[src/rtl/lsu_pkg.sv]
// Shared types and helpers for the load/store unit memory master.
// Size encodings, FSM state encoding and per-size byte helpers.
package lsu_pkg;

  typedef enum logic [1:0] {
    SZ_B = 2'd0,
    SZ_H = 2'd1,
    SZ_W = 2'd2,
    SZ_D = 2'd3
  } size_e;

  typedef enum logic [1:0] {
    IDLE = 2'd0,
    ACC1 = 2'd1,
    ACC2 = 2'd2,
    RESP = 2'd3
  } state_e;

  function automatic logic [3:0] size_bytes(input logic [1:0] size);
    case (size)
      2'd0:    return 4'd1;
      2'd1:    return 4'd2;
      2'd2:    return 4'd4;
      default: return 4'd8;
    endcase
  endfunction

  function automatic logic [7:0] size_mask(input logic [1:0] size);
    case (size)
      2'd0:    return 8'h01;
      2'd1:    return 8'h03;
      2'd2:    return 8'h0F;
      default: return 8'hFF;
    endcase
  endfunction

endpackage

[src/rtl/lsu_mem_master_if.sv]
// Request/response and data-memory signals of the load/store unit.
// master = the LSU itself, slave = pipeline plus memory model.
interface lsu_mem_master_if #(
  parameter int ADDR_WID = 29
) ();
  logic                req_valid;
  logic                req_ready;
  logic                req_we;
  logic [31:0]         req_addr;
  logic [1:0]          req_size;
  logic                req_signed;
  logic [63:0]         req_wdata;
  logic                rsp_valid;
  logic [63:0]         rsp_rdata;
  logic                rsp_err;
  logic [ADDR_WID-1:0] mem_addr;
  logic [63:0]         mem_rdata;
  logic                mem_wr_en;
  logic [63:0]         mem_wdata;
  logic [7:0]          mem_wmask;

  modport master (
    input  req_valid, req_we, req_addr, req_size, req_signed, req_wdata, mem_rdata,
    output req_ready, rsp_valid, rsp_rdata, rsp_err, mem_addr, mem_wr_en, mem_wdata, mem_wmask
  );

  modport slave (
    output req_valid, req_we, req_addr, req_size, req_signed, req_wdata, mem_rdata,
    input  req_ready, rsp_valid, rsp_rdata, rsp_err, mem_addr, mem_wr_en, mem_wdata, mem_wmask
  );
endinterface

[src/rtl/lsu_align.sv]
// Byte-lane alignment: write masks, store-data shifting for both halves of an
// access, and load-data merge with sign/zero extension.
module lsu_align
  import lsu_pkg::*;
(
  input  logic [2:0]  off,
  input  logic [1:0]  size,
  input  logic        sign_ext,
  input  logic [63:0] wdata,
  input  logic [63:0] lo,
  input  logic [63:0] hi,
  output logic        split,
  output logic [15:0] mask16,
  output logic [63:0] wdata_lo,
  output logic [63:0] wdata_hi,
  output logic [63:0] load_data
);
  logic [5:0]  sh_s;
  logic [63:0] shifted_s;

  // Lane math shared by both memory cycles and the load result
  always_comb begin
    sh_s      = {off, 3'b000};
    split     = ({1'b0, off} + size_bytes(size)) > 4'd8;
    mask16    = {8'd0, size_mask(size)} << off;
    wdata_lo  = wdata << sh_s;
    if (off == 3'd0) begin
      wdata_hi = 64'd0;
    end else begin
      wdata_hi = wdata >> (7'd64 - {1'b0, sh_s});
    end
    shifted_s = 64'({hi, lo} >> sh_s);
    case (size_e'(size))
      SZ_B:    load_data = sign_ext ? {{56{shifted_s[7]}},  shifted_s[7:0]}  : {56'd0, shifted_s[7:0]};
      SZ_H:    load_data = sign_ext ? {{48{shifted_s[15]}}, shifted_s[15:0]} : {48'd0, shifted_s[15:0]};
      SZ_W:    load_data = sign_ext ? {{32{shifted_s[31]}}, shifted_s[31:0]} : {32'd0, shifted_s[31:0]};
      default: load_data = shifted_s;
    endcase
  end
endmodule

[src/rtl/lsu_mem_master.sv]
// Load/store unit memory master: turns byte-addressed B/H/W/D requests into
// one or two dword memory cycles and returns extended load data.
module lsu_mem_master
  import lsu_pkg::*;
#(
  parameter int DATA_DEP = 512,
  parameter int ADDR_WID = 29
) (
  input logic               clk,
  input logic               nrst,
  lsu_mem_master_if.master  bus
);
  localparam logic [ADDR_WID:0] DEP_L = (ADDR_WID + 1)'(DATA_DEP);

  state_e              state_r, state_nxt_s;
  logic [31:0]         addr_r;
  logic [1:0]          size_r;
  logic                sgn_r, we_r, err_r;
  logic [63:0]         wdata_r, lo_r;

  logic [31:0]         cur_addr_s;
  logic [1:0]          cur_size_s;
  logic                cur_sgn_s, cur_we_s;
  logic [63:0]         cur_wdata_s, lo_in_s, hi_in_s;
  logic [ADDR_WID-1:0] idx1_s, idx2_s;
  logic                accept_s, split_s, range_err_s;
  logic [15:0]         mask16_s;
  logic [63:0]         wdata_lo_s, wdata_hi_s, load_s;

  logic [ADDR_WID-1:0] mem_addr_r;
  logic                mem_wr_en_r, rsp_valid_r, rsp_err_r;
  logic [7:0]          mem_wmask_r;
  logic [63:0]         mem_wdata_r, rsp_rdata_r;

  assign bus.req_ready = (state_r == IDLE);
  assign bus.mem_addr  = mem_addr_r;
  assign bus.mem_wr_en = mem_wr_en_r;
  assign bus.mem_wmask = mem_wmask_r;
  assign bus.mem_wdata = mem_wdata_r;
  assign bus.rsp_valid = rsp_valid_r;
  assign bus.rsp_rdata = rsp_rdata_r;
  assign bus.rsp_err   = rsp_err_r;

  // Operand select: live request while idle (to set up ACC1), latched one afterwards
  always_comb begin
    accept_s = bus.req_valid & (state_r == IDLE);
    if (state_r == IDLE) begin
      cur_addr_s  = bus.req_addr;
      cur_size_s  = bus.req_size;
      cur_sgn_s   = bus.req_signed;
      cur_we_s    = bus.req_we;
      cur_wdata_s = bus.req_wdata;
    end else begin
      cur_addr_s  = addr_r;
      cur_size_s  = size_r;
      cur_sgn_s   = sgn_r;
      cur_we_s    = we_r;
      cur_wdata_s = wdata_r;
    end
    if (state_r == ACC1) begin
      lo_in_s = bus.mem_rdata;
    end else begin
      lo_in_s = lo_r;
    end
    if (state_r == ACC2) begin
      hi_in_s = bus.mem_rdata;
    end else begin
      hi_in_s = 64'd0;
    end
    idx1_s      = ADDR_WID'(cur_addr_s[31:3]);
    idx2_s      = idx1_s + ADDR_WID'(1);
    range_err_s = ({1'b0, idx1_s} >= DEP_L) | (split_s & ({1'b0, idx2_s} >= DEP_L));
  end

  lsu_align u_align (
    .off       (cur_addr_s[2:0]),
    .size      (cur_size_s),
    .sign_ext  (cur_sgn_s),
    .wdata     (cur_wdata_s),
    .lo        (lo_in_s),
    .hi        (hi_in_s),
    .split     (split_s),
    .mask16    (mask16_s),
    .wdata_lo  (wdata_lo_s),
    .wdata_hi  (wdata_hi_s),
    .load_data (load_s)
  );

  // FSM state register
  always_ff @(posedge clk or negedge nrst) begin
    if (!nrst) begin
      state_r <= IDLE;
    end else begin
      state_r <= state_nxt_s;
    end
  end

  // FSM next state
  always_comb begin
    state_nxt_s = state_r;
    case (state_r)
      IDLE:    state_nxt_s = accept_s ? ACC1 : IDLE;
      ACC1:    state_nxt_s = split_s ? ACC2 : RESP;
      ACC2:    state_nxt_s = RESP;
      RESP:    state_nxt_s = IDLE;
      default: state_nxt_s = IDLE;
    endcase
  end

  // Request and first-half load capture
  always_ff @(posedge clk or negedge nrst) begin
    if (!nrst) begin
      addr_r  <= 32'd0;
      size_r  <= 2'd0;
      sgn_r   <= 1'b0;
      we_r    <= 1'b0;
      err_r   <= 1'b0;
      wdata_r <= 64'd0;
      lo_r    <= 64'd0;
    end else begin
      if (accept_s) begin
        addr_r  <= bus.req_addr;
        size_r  <= bus.req_size;
        sgn_r   <= bus.req_signed;
        we_r    <= bus.req_we;
        wdata_r <= bus.req_wdata;
        err_r   <= range_err_s;
      end
      if (state_r == ACC1) begin
        lo_r <= bus.mem_rdata;
      end
    end
  end

  // Registered outputs, loaded with the values of the state being entered
  always_ff @(posedge clk or negedge nrst) begin
    if (!nrst) begin
      mem_addr_r  <= '0;
      mem_wr_en_r <= 1'b0;
      mem_wmask_r <= 8'd0;
      mem_wdata_r <= 64'd0;
      rsp_valid_r <= 1'b0;
      rsp_err_r   <= 1'b0;
      rsp_rdata_r <= 64'd0;
    end else begin
      mem_wr_en_r <= 1'b0;
      mem_wmask_r <= 8'd0;
      mem_wdata_r <= 64'd0;
      rsp_valid_r <= 1'b0;
      case (state_nxt_s)
        ACC1: begin
          mem_addr_r  <= idx1_s;
          mem_wmask_r <= mask16_s[7:0];
          mem_wdata_r <= wdata_lo_s;
          mem_wr_en_r <= cur_we_s & ~range_err_s;
        end
        ACC2: begin
          mem_addr_r  <= idx2_s;
          mem_wmask_r <= mask16_s[15:8];
          mem_wdata_r <= wdata_hi_s;
          mem_wr_en_r <= we_r & ~err_r;
        end
        RESP: begin
          rsp_valid_r <= 1'b1;
          rsp_err_r   <= err_r;
          rsp_rdata_r <= (we_r | err_r) ? 64'd0 : load_s;
        end
        default: ;
      endcase
    end
  end
endmodule

[src/flat_wrapper.sv]
// flat-port wrapper written by rule: the top's interface ports become plain ports
module lsu_mem_master_flat import lsu_pkg::*;
#(
  parameter int DATA_DEP = 512,
  parameter int ADDR_WID = 29
)
  (clk, nrst, bus_req_valid, bus_req_we, bus_req_addr, bus_req_size, bus_req_signed, bus_req_wdata, bus_mem_rdata, bus_req_ready, bus_rsp_valid, bus_rsp_rdata, bus_rsp_err, bus_mem_addr, bus_mem_wr_en, bus_mem_wdata, bus_mem_wmask);
  lsu_mem_master_if #(.ADDR_WID(ADDR_WID)) bus_i ();
  input logic clk;
  input logic nrst;
  input wire logic [$bits(bus_i.req_valid)-1:0] bus_req_valid;
  input wire logic [$bits(bus_i.req_we)-1:0] bus_req_we;
  input wire logic [$bits(bus_i.req_addr)-1:0] bus_req_addr;
  input wire logic [$bits(bus_i.req_size)-1:0] bus_req_size;
  input wire logic [$bits(bus_i.req_signed)-1:0] bus_req_signed;
  input wire logic [$bits(bus_i.req_wdata)-1:0] bus_req_wdata;
  input wire logic [$bits(bus_i.mem_rdata)-1:0] bus_mem_rdata;
  output wire logic [$bits(bus_i.req_ready)-1:0] bus_req_ready;
  output wire logic [$bits(bus_i.rsp_valid)-1:0] bus_rsp_valid;
  output wire logic [$bits(bus_i.rsp_rdata)-1:0] bus_rsp_rdata;
  output wire logic [$bits(bus_i.rsp_err)-1:0] bus_rsp_err;
  output wire logic [$bits(bus_i.mem_addr)-1:0] bus_mem_addr;
  output wire logic [$bits(bus_i.mem_wr_en)-1:0] bus_mem_wr_en;
  output wire logic [$bits(bus_i.mem_wdata)-1:0] bus_mem_wdata;
  output wire logic [$bits(bus_i.mem_wmask)-1:0] bus_mem_wmask;
  assign bus_i.req_valid = bus_req_valid;
  assign bus_i.req_we = bus_req_we;
  assign bus_i.req_addr = bus_req_addr;
  assign bus_i.req_size = bus_req_size;
  assign bus_i.req_signed = bus_req_signed;
  assign bus_i.req_wdata = bus_req_wdata;
  assign bus_i.mem_rdata = bus_mem_rdata;
  assign bus_req_ready = bus_i.req_ready;
  assign bus_rsp_valid = bus_i.rsp_valid;
  assign bus_rsp_rdata = bus_i.rsp_rdata;
  assign bus_rsp_err = bus_i.rsp_err;
  assign bus_mem_addr = bus_i.mem_addr;
  assign bus_mem_wr_en = bus_i.mem_wr_en;
  assign bus_mem_wdata = bus_i.mem_wdata;
  assign bus_mem_wmask = bus_i.mem_wmask;
  lsu_mem_master #(.DATA_DEP(DATA_DEP), .ADDR_WID(ADDR_WID)) u_core (.clk(clk), .nrst(nrst), .bus(bus_i));
endmodule
[config.mk]
export PLATFORM = sky130hd
export DESIGN_NAME = lsu_mem_master_flat
export DESIGN_NICKNAME = d
export VERILOG_FILES = /design/src/rtl/lsu_pkg.sv /design/src/rtl/lsu_mem_master_if.sv /design/src/rtl/lsu_align.sv /design/src/rtl/lsu_mem_master.sv /design/src/flat_wrapper.sv
export SDC_FILE = /design/constraint.sdc
export NUM_CORES = 1
export LEC_CHECK = 0
export ABC_AREA = 0
export CAP_MARGIN = 15
export CORE_ASPECT_RATIO = 0.75
export CORE_MARGIN = 1.5
export CORE_UTILIZATION = 60
export CTS_CLUSTER_DIAMETER = 150
export CTS_CLUSTER_SIZE = 20
export DETAILED_ROUTE_END_ITERATION = 16
export PLACE_DENSITY = 0.95
export SYNTH_ARGS = -nofsm -noshare
export SYNTH_HDL_FRONTEND = slang
export SYNTH_SLANG_ARGS = --single-unit
[constraint.sdc]
create_clock -name clk -period 8.8 [get_ports clk]
set_clock_uncertainty 0.05 [all_clocks]
set_input_delay 1.32 -clock clk [delete_from_list [all_inputs] [get_ports clk]]
set_output_delay 1.32 -clock clk [all_outputs]
set_load 0.01 [all_outputs]
==> impl_metrics.csv, run 1 <==
group,metric,value,unit
detailed_routing,drc,0,
cells_and_area,syn_to_final_growth,17.6,%
placed_design,gp_congestion,1.03,
cts,cts_tree,"yes",
global_routing,grt_start_max_net_pins,175,
cells_and_area,fin_nets,2826,
cts,h-tree-depth,1,
floorplan,die_area,37500,um^2
min_path,hp-class,"flip-flop to flip-flop",
worst_setup_path,crit_required,9.22,ns
cts,cts_resized,0,
detailed_routing,viasPerCell,6.93,
timing,worstMarginPinSlew,1.12,ns
run,drv_cap,0,
floorplan,die_h,168,um
global_routing,grt_pass1_wl,126000,um
cts,ctsHoldBuffers,0,
global_routing,grt-ovfl-total,0,
global_routing,grt_pass1_vias,19600,
global_routing,antenna_found_initial,1,
detailed_routing,drt-wirelength-per-cell,27.3,um
synthesis,synth-seq-cells,335,
synthesis,syn-cell-area,21800,um^2
cells_and_area,final_cell_mix,"dfrtp_1, clkdlybuf4s50_1, nand2_1",
synthesis,yosysSeqAreaShare,38.5,%
outcome,run_status,"finished, final reports clean",
cts,cts_root_buffer,"clkbuf_16",
worst_setup_path,r2r_cells,17,
timing,setup_viol,0,
detailed_routing,vias,21600,
cts,cts_made_buffers,20,
timing,period_share,77.0,%
cells_and_area,drive_gt1_share,11.4,%
synthesis,ys.flop_type,"dfrtp_1",
worst_setup_path,critPathMaxFanout,27,
synthesis,yosysWarnings,0,
cells_and_area,final_util,71.6,%
floorplan,boundaryPins,336,
cts,postCtsSetupBuffers,0,
cells_and_area,n_fill_cell,2666,
detailed_routing,first_pass_iters,7,
cells_and_area,multi_input_area,12200,um^2
cts,path_clk_slew,0.09,ns
timing,slew_violations,0,
placed_design,dp_hpwl,61100,um
timing,tns,0,ns
worst_setup_path,end_kind,"flip-flop",
min_path,holdPathStages,2,
cts,clk_latency,0.57,ns
synthesis,synth-async-reset-ratio,100,%
synthesis,synth_edf_count,0,
detailed_routing,drtIter0Drc,4191,
timing,hold_viol,0,
floorplan,core,35800,um^2
cts,cts.path.max_buffers,3,
timing,rsz0062_at_grt,"no",
detailed_routing,detail-route-antenna-nets,0,
worst_setup_path,start_kind,"input port",
worst_setup_path,critPathKind,"input port to flip-flop",
cts,cts.sinks,335,
timing,period_needed,6.78,ns
synthesis,ys_types,75,
synthesis,synth.avg_cell_area,8.85,um^2
detailed_routing,routed_wl,84900,um
synthesis,synth_cells,2464,
global_routing,grt_usage,44.4,%
cells_and_area,seqCellArea,8380,um^2
placed_design,io_buffers,335,
floorplan,dieWidth,223,um
worst_setup_path,cp.arrival,7.20,ns
cells_and_area,final_common_cell,"dfrtp_1",
timing,relSlewSlack,24.9,%
floorplan,initial_core_util,60.9,%
timing,fmax,0.148,GHz
floorplan,rows,60,
synthesis,syn_nets,2645,
-- through the flow --
stage	area, um^2	setup WS [ns]	instances	hold WS (ns)
finish	25600	2.02	3111	0.438
global route	25600	1.82	3110	0.451
CTS	25600	2.26	3110	0.442
detailed placement	25100	1.71	3088	0.422
global placement	25100	2.17	3088	0.420
floorplan	21800	3.50	2464	0.415
-- synthesized netlist by cell type, types with 20 or more instances --
library cell | instances | area share, %
buf_2 | 51 | 1.2
o211ai_1 | 30 | 1.0
buf_1 | 34 | 0.59
nor2_1 | 235 | 4.0
a211oi_1 | 64 | 2.2
a31oi_1 | 21 | 0.60
mux2_2 | 198 | 10
mux2i_1 | 177 | 8.1
nand2_1 | 297 | 5.1
nand3_1 | 39 | 0.90
clkbuf_1 | 108 | 1.9
dfrtp_1 | 335 | 38
nor3_1 | 20 | 0.46
a21oi_1 | 230 | 5.3
nor2b_1 | 21 | 0.60
o22ai_1 | 97 | 2.8
inv_1 | 90 | 1.6
o21ai_0 | 152 | 3.5
-- flip-flops by register name, indices dropped and copies added (netlist names) --
| register | flops |
|---|---|
| u_core.wdata_r | 64 |
| u_core.bus.mem_wr_en | 1 |
| u_core.size_r | 2 |
| u_core.bus.mem_wdata | 64 |
| u_core.bus.mem_wmask | 8 |
| u_core.err_r | 1 |
| u_core.we_r | 1 |
| u_core.bus.mem_addr | 29 |
| u_core.addr_r | 32 |
| u_core.bus.rsp_err | 1 |
| u_core.bus.rsp_rdata | 64 |
| u_core.state_r | 2 |
| u_core.sgn_r | 1 |
| u_core.bus.rsp_valid | 1 |
| u_core.lo_r | 64 |
-- cell type report --
cell class	count	area share [%]
Multi-Input combinational cell	1824	47.4
Sequential cell	335	32.7
Timing Repair Buffer	371	14.2
Tap cell	465	2.27
Clock buffer	21	2.05
Inverter	93	1.38
Clock inverter	1	0.0293
Antenna cell	1	0.00976
-- cells by family (layout without fill, tap and decap cells) --
group | after synthesis | after routing | synth area share, %
flops | 335 | 335 | 38.5
mux | 395 | 395 | 20.1
other cells | 0 | 1 | 0
compound gates | 710 | 710 | 20.3
buf+inv | 305 | 486 | 6.03
simple gates | 676 | 676 | 13.2
xor+xnor | 29 | 29 | 1.17
fa+ha+maj | 14 | 14 | 0.838
-- final timing paths --
kind                                         from                  endpoint  slack, ns
min in group asynchronous                    nrst  u_core.bus.mem_wdata[56]       0.74
hold reg to reg            u_core.bus.mem_addr[1]    u_core.bus.mem_addr[1]       0.44
setup reg to reg                u_core.state_r[0]   u_core.bus.mem_wdata[3]       2.26
max in group asynchronous                    nrst  u_core.bus.mem_wdata[60]       6.37
setup / recovery                  bus_req_size[0]   u_core.bus.mem_wdata[3]       2.02
hold / removal             u_core.bus.mem_addr[1]    u_core.bus.mem_addr[1]       0.44
-- layer usage --
| layer | up-vias | track usage [%] | wire length (um) |
|---|---|---|---|
| met5 | - | 3.10 | 159 |
| met4 | 6 | 8.75 | 2060 |
| met3 | 195 | 19.0 | 14700 |
| met2 | 1840 | 58.7 | 33100 |
| met1 | 10400 | 66.4 | 34800 |
| li1 | 9162 | - | - |
-- critical path, stage by stage --
cell and delay [ns]:
clkdlybuf4s50_1 0.46, mux2i_1 0.77, nand2_1 0.32, clkinv_1 0.27, ha_1 0.24, fa_1 0.44
o31ai_1 0.38, a21oi_1 0.12, o21a_1 0.22, inv_1 0.13, ha_1 0.17, buf_4 0.34
nand2_1 0.58, nor2_1 1.00, a22oi_1 0.24, nor2_1 0.17
Power of run 1 is not shown: default switching activity piles up to over one toggle a cycle in this logic, so the estimate is an artifact.
==> run 2, diff against run 1 <==
--- a/config.mk
+++ b/config.mk
@@ -9,11 +9,11 @@
 export CAP_MARGIN = 15
 export CORE_ASPECT_RATIO = 0.75
 export CORE_MARGIN = 1.5
-export CORE_UTILIZATION = 60
+export CORE_UTILIZATION = 50
 export CTS_CLUSTER_DIAMETER = 150
 export CTS_CLUSTER_SIZE = 20
 export DETAILED_ROUTE_END_ITERATION = 16
-export PLACE_DENSITY = 0.95
+export PLACE_DENSITY = 0.87
 export SYNTH_ARGS = -nofsm -noshare
 export SYNTH_HDL_FRONTEND = slang
 export SYNTH_SLANG_ARGS = --single-unit
==> constraint.sdc (replaced) <==
create_clock -name clk -period 5.6 [get_ports clk]
set_clock_uncertainty 0.05 [all_clocks]
set_input_delay 0.84 -clock clk [delete_from_list [all_inputs] [get_ports clk]]
set_output_delay 0.84 -clock clk [all_outputs]
set_load 0.01 [all_outputs]
==> run 2 against run 1 <==
  * Final area rose by 2.2%
  * First-iteration DRC count fell by 13%
  * Worst hold slack got worse by 0.25 ns
  * Critical path depth fell by 6
  * Non-clock buffer count rose by 45
  * Die area rose by 20%
  * Sequential share of layout area fell by 0.71 points
  * Cell count rose by 5.2%
  * Critical path type is now flip-flop to flip-flop
  * Critical endpoint is now u_core.bus.mem_wdata[49]
  * Largest cell class unchanged
==> impl_metrics.csv, run 2 (synthesized netlist as in run 1, its figures left out) <==
group,metric,value,unit
timing,worstMarginPinSlew,1.12,ns
worst_setup_path,end_kind,"flip-flop",
global_routing,grt_pass1_wl,131000,um
cts,postCtsSetupBuffers,0,
detailed_routing,routed_wl,90500,um
placed_design,gp_congestion,1.03,
cells_and_area,final_common_cell,"dfrtp_1",
global_routing,gr-usage-met3,18.4,%
cells_and_area,seqCellArea,8380,um^2
worst_setup_path,cp.arrival,5.44,ns
cells_and_area,syn_to_final_growth,20.2,%
cts,ctsHoldBuffers,0,
timing,slew_violations,0,
worst_setup_path,reg2reg_slack,0.54,ns
worst_setup_path,path_common_cell,"buf_4",
floorplan,initial_core_util,50.5,%
cells_and_area,multi_input_area,12200,um^2
detailed_routing,vias,21400,
worst_setup_path,cpMaxStageDelayCell,"buf_4",
cells_and_area,fin_cells,3273,
detailed_routing,drc,0,
worst_setup_path,path_cells,"inv_1, ha_4, buf_4, buf_4, mux2i_1, nand2_1, a32oi_1, o22ai_1, a222oi_1, nor2_1",
cts,cts.path.max_buffers,3,
floorplan,die_area,44900,um^2
min_path,hp-class,"input port to async pin",
cts,path_clk_slew,0.09,ns
cts,cts_tree,"yes",
timing,tns,0,ns
detailed_routing,detail-route-antenna-nets,0,
global_routing,grt_usage,39.1,%
global_routing,use_met2,50.3,%
global_routing,grt-ovfl-total,0,
global_routing,met1_usage,59.0,%
placed_design,placed_cells,3246,
worst_setup_path,critPathTopFamily,"buffers and inverters",
run,drv_cap,0,
cells_and_area,fin_nets,2871,
floorplan,die_h,184,um
placed_design,dp_hpwl,66400,um
cells_and_area,drive_gt1_share,13.0,%
cells_and_area,final_cell_mix,"dfrtp_1, clkdlybuf4s50_1, nand2_1",
placed_design,io_buffers,335,
floorplan,core,43200,um^2
timing,fmax,0.198,GHz
timing,period_needed,5.06,ns
worst_setup_path,cpPeakStageDelay,0.93,ns
cts,cts.sinks,335,
cts,cts_root_buffer,"clkbuf_16",
timing,setup_viol,0,
global_routing,grt_pass1_vias,19600,
detailed_routing,first_pass_iters,9,
worst_setup_path,critPathMaxFanout,89,
global_routing,grt.busiest_layer,"met1",
cts,cts_made_buffers,20,
timing,hold_viol,0,
floorplan,rows,66,
timing,period_share,90.3,%
floorplan,boundaryPins,336,
worst_setup_path,cp_num_buf_inv,3,
worst_setup_path,crit_required,5.98,ns
cts,h-tree-depth,1,
timing,relSlewSlack,25.1,%
detailed_routing,viasPerCell,6.53,
timing,rsz0062_at_grt,"no",
cts,cts_resized,0,
detailed_routing,drt-wirelength-per-cell,27.6,um
floorplan,dieWidth,244,um
global_routing,antenna_found_initial,6,
worst_setup_path,critPathKind,"flip-flop to flip-flop",
detailed_routing,drtIter0Drc,3654,
outcome,run_status,"finished, final reports clean",
global_routing,grt_start_max_net_pins,200,
worst_setup_path,start_kind,"flip-flop",
cts,clk_latency,0.57,ns
cells_and_area,n_fill_cell,3729,
-- run 2: cell type report --
class,instances,area share (%)
clock inverters,2,0.0907
inverters,93,1.35
multi-input cells,1824,46.4
clock buffers,21,1.92
repair buffers,416,15.4
diodes,4,0.0382
well taps,578,2.76
flip-flops and latches,335,32.0
-- run 2: metrics by stage --
stage | hold slack [ns] | area (um^2) | setup slack [ns] | util [%]
3_5_place_dp | 0.426 | 25700 | 0.580 | 59.4
4_1_cts | 0.216 | 26200 | 0.854 | 60.7
5_1_grt | 0.242 | 26200 | 0.604 | 60.7
6_report | 0.188 | 26200 | 0.543 | 60.7
3_3_place_gp | 0.418 | 25700 | 0.688 | 59.4
2_1_floorplan | 0.415 | 21800 | 0.777 | -
-- run 2: worst paths after layout --
| kind | end | cells after the start | from |
|---|---|---|---|
| setup / recovery | u_core.bus.mem_wdata[49] | 10 | u_core.state_r[0] |
| min in group clk | u_core.bus.mem_addr[6] | 2 | u_core.bus.mem_addr[6] |
| hold reg to reg | u_core.bus.mem_addr[6] | 2 | u_core.bus.mem_addr[6] |
| setup reg to reg | u_core.bus.mem_wdata[49] | 10 | u_core.state_r[0] |
| max in group asynchronous | u_core.wdata_r[32] | 2 | nrst |
| hold / removal | u_core.bus.mem_wmask[0] | 1 | nrst |
-- run 2: per-layer routing --
layer / part of all wire [%] / up-vias
met5: 0.029 / -
met2: 38 / 1525
li1: - / 9270
met1: 44 / 10400
met4: 1.6 / 4
met3: 16 / 132
Power of run 2 is left out for the same reason.
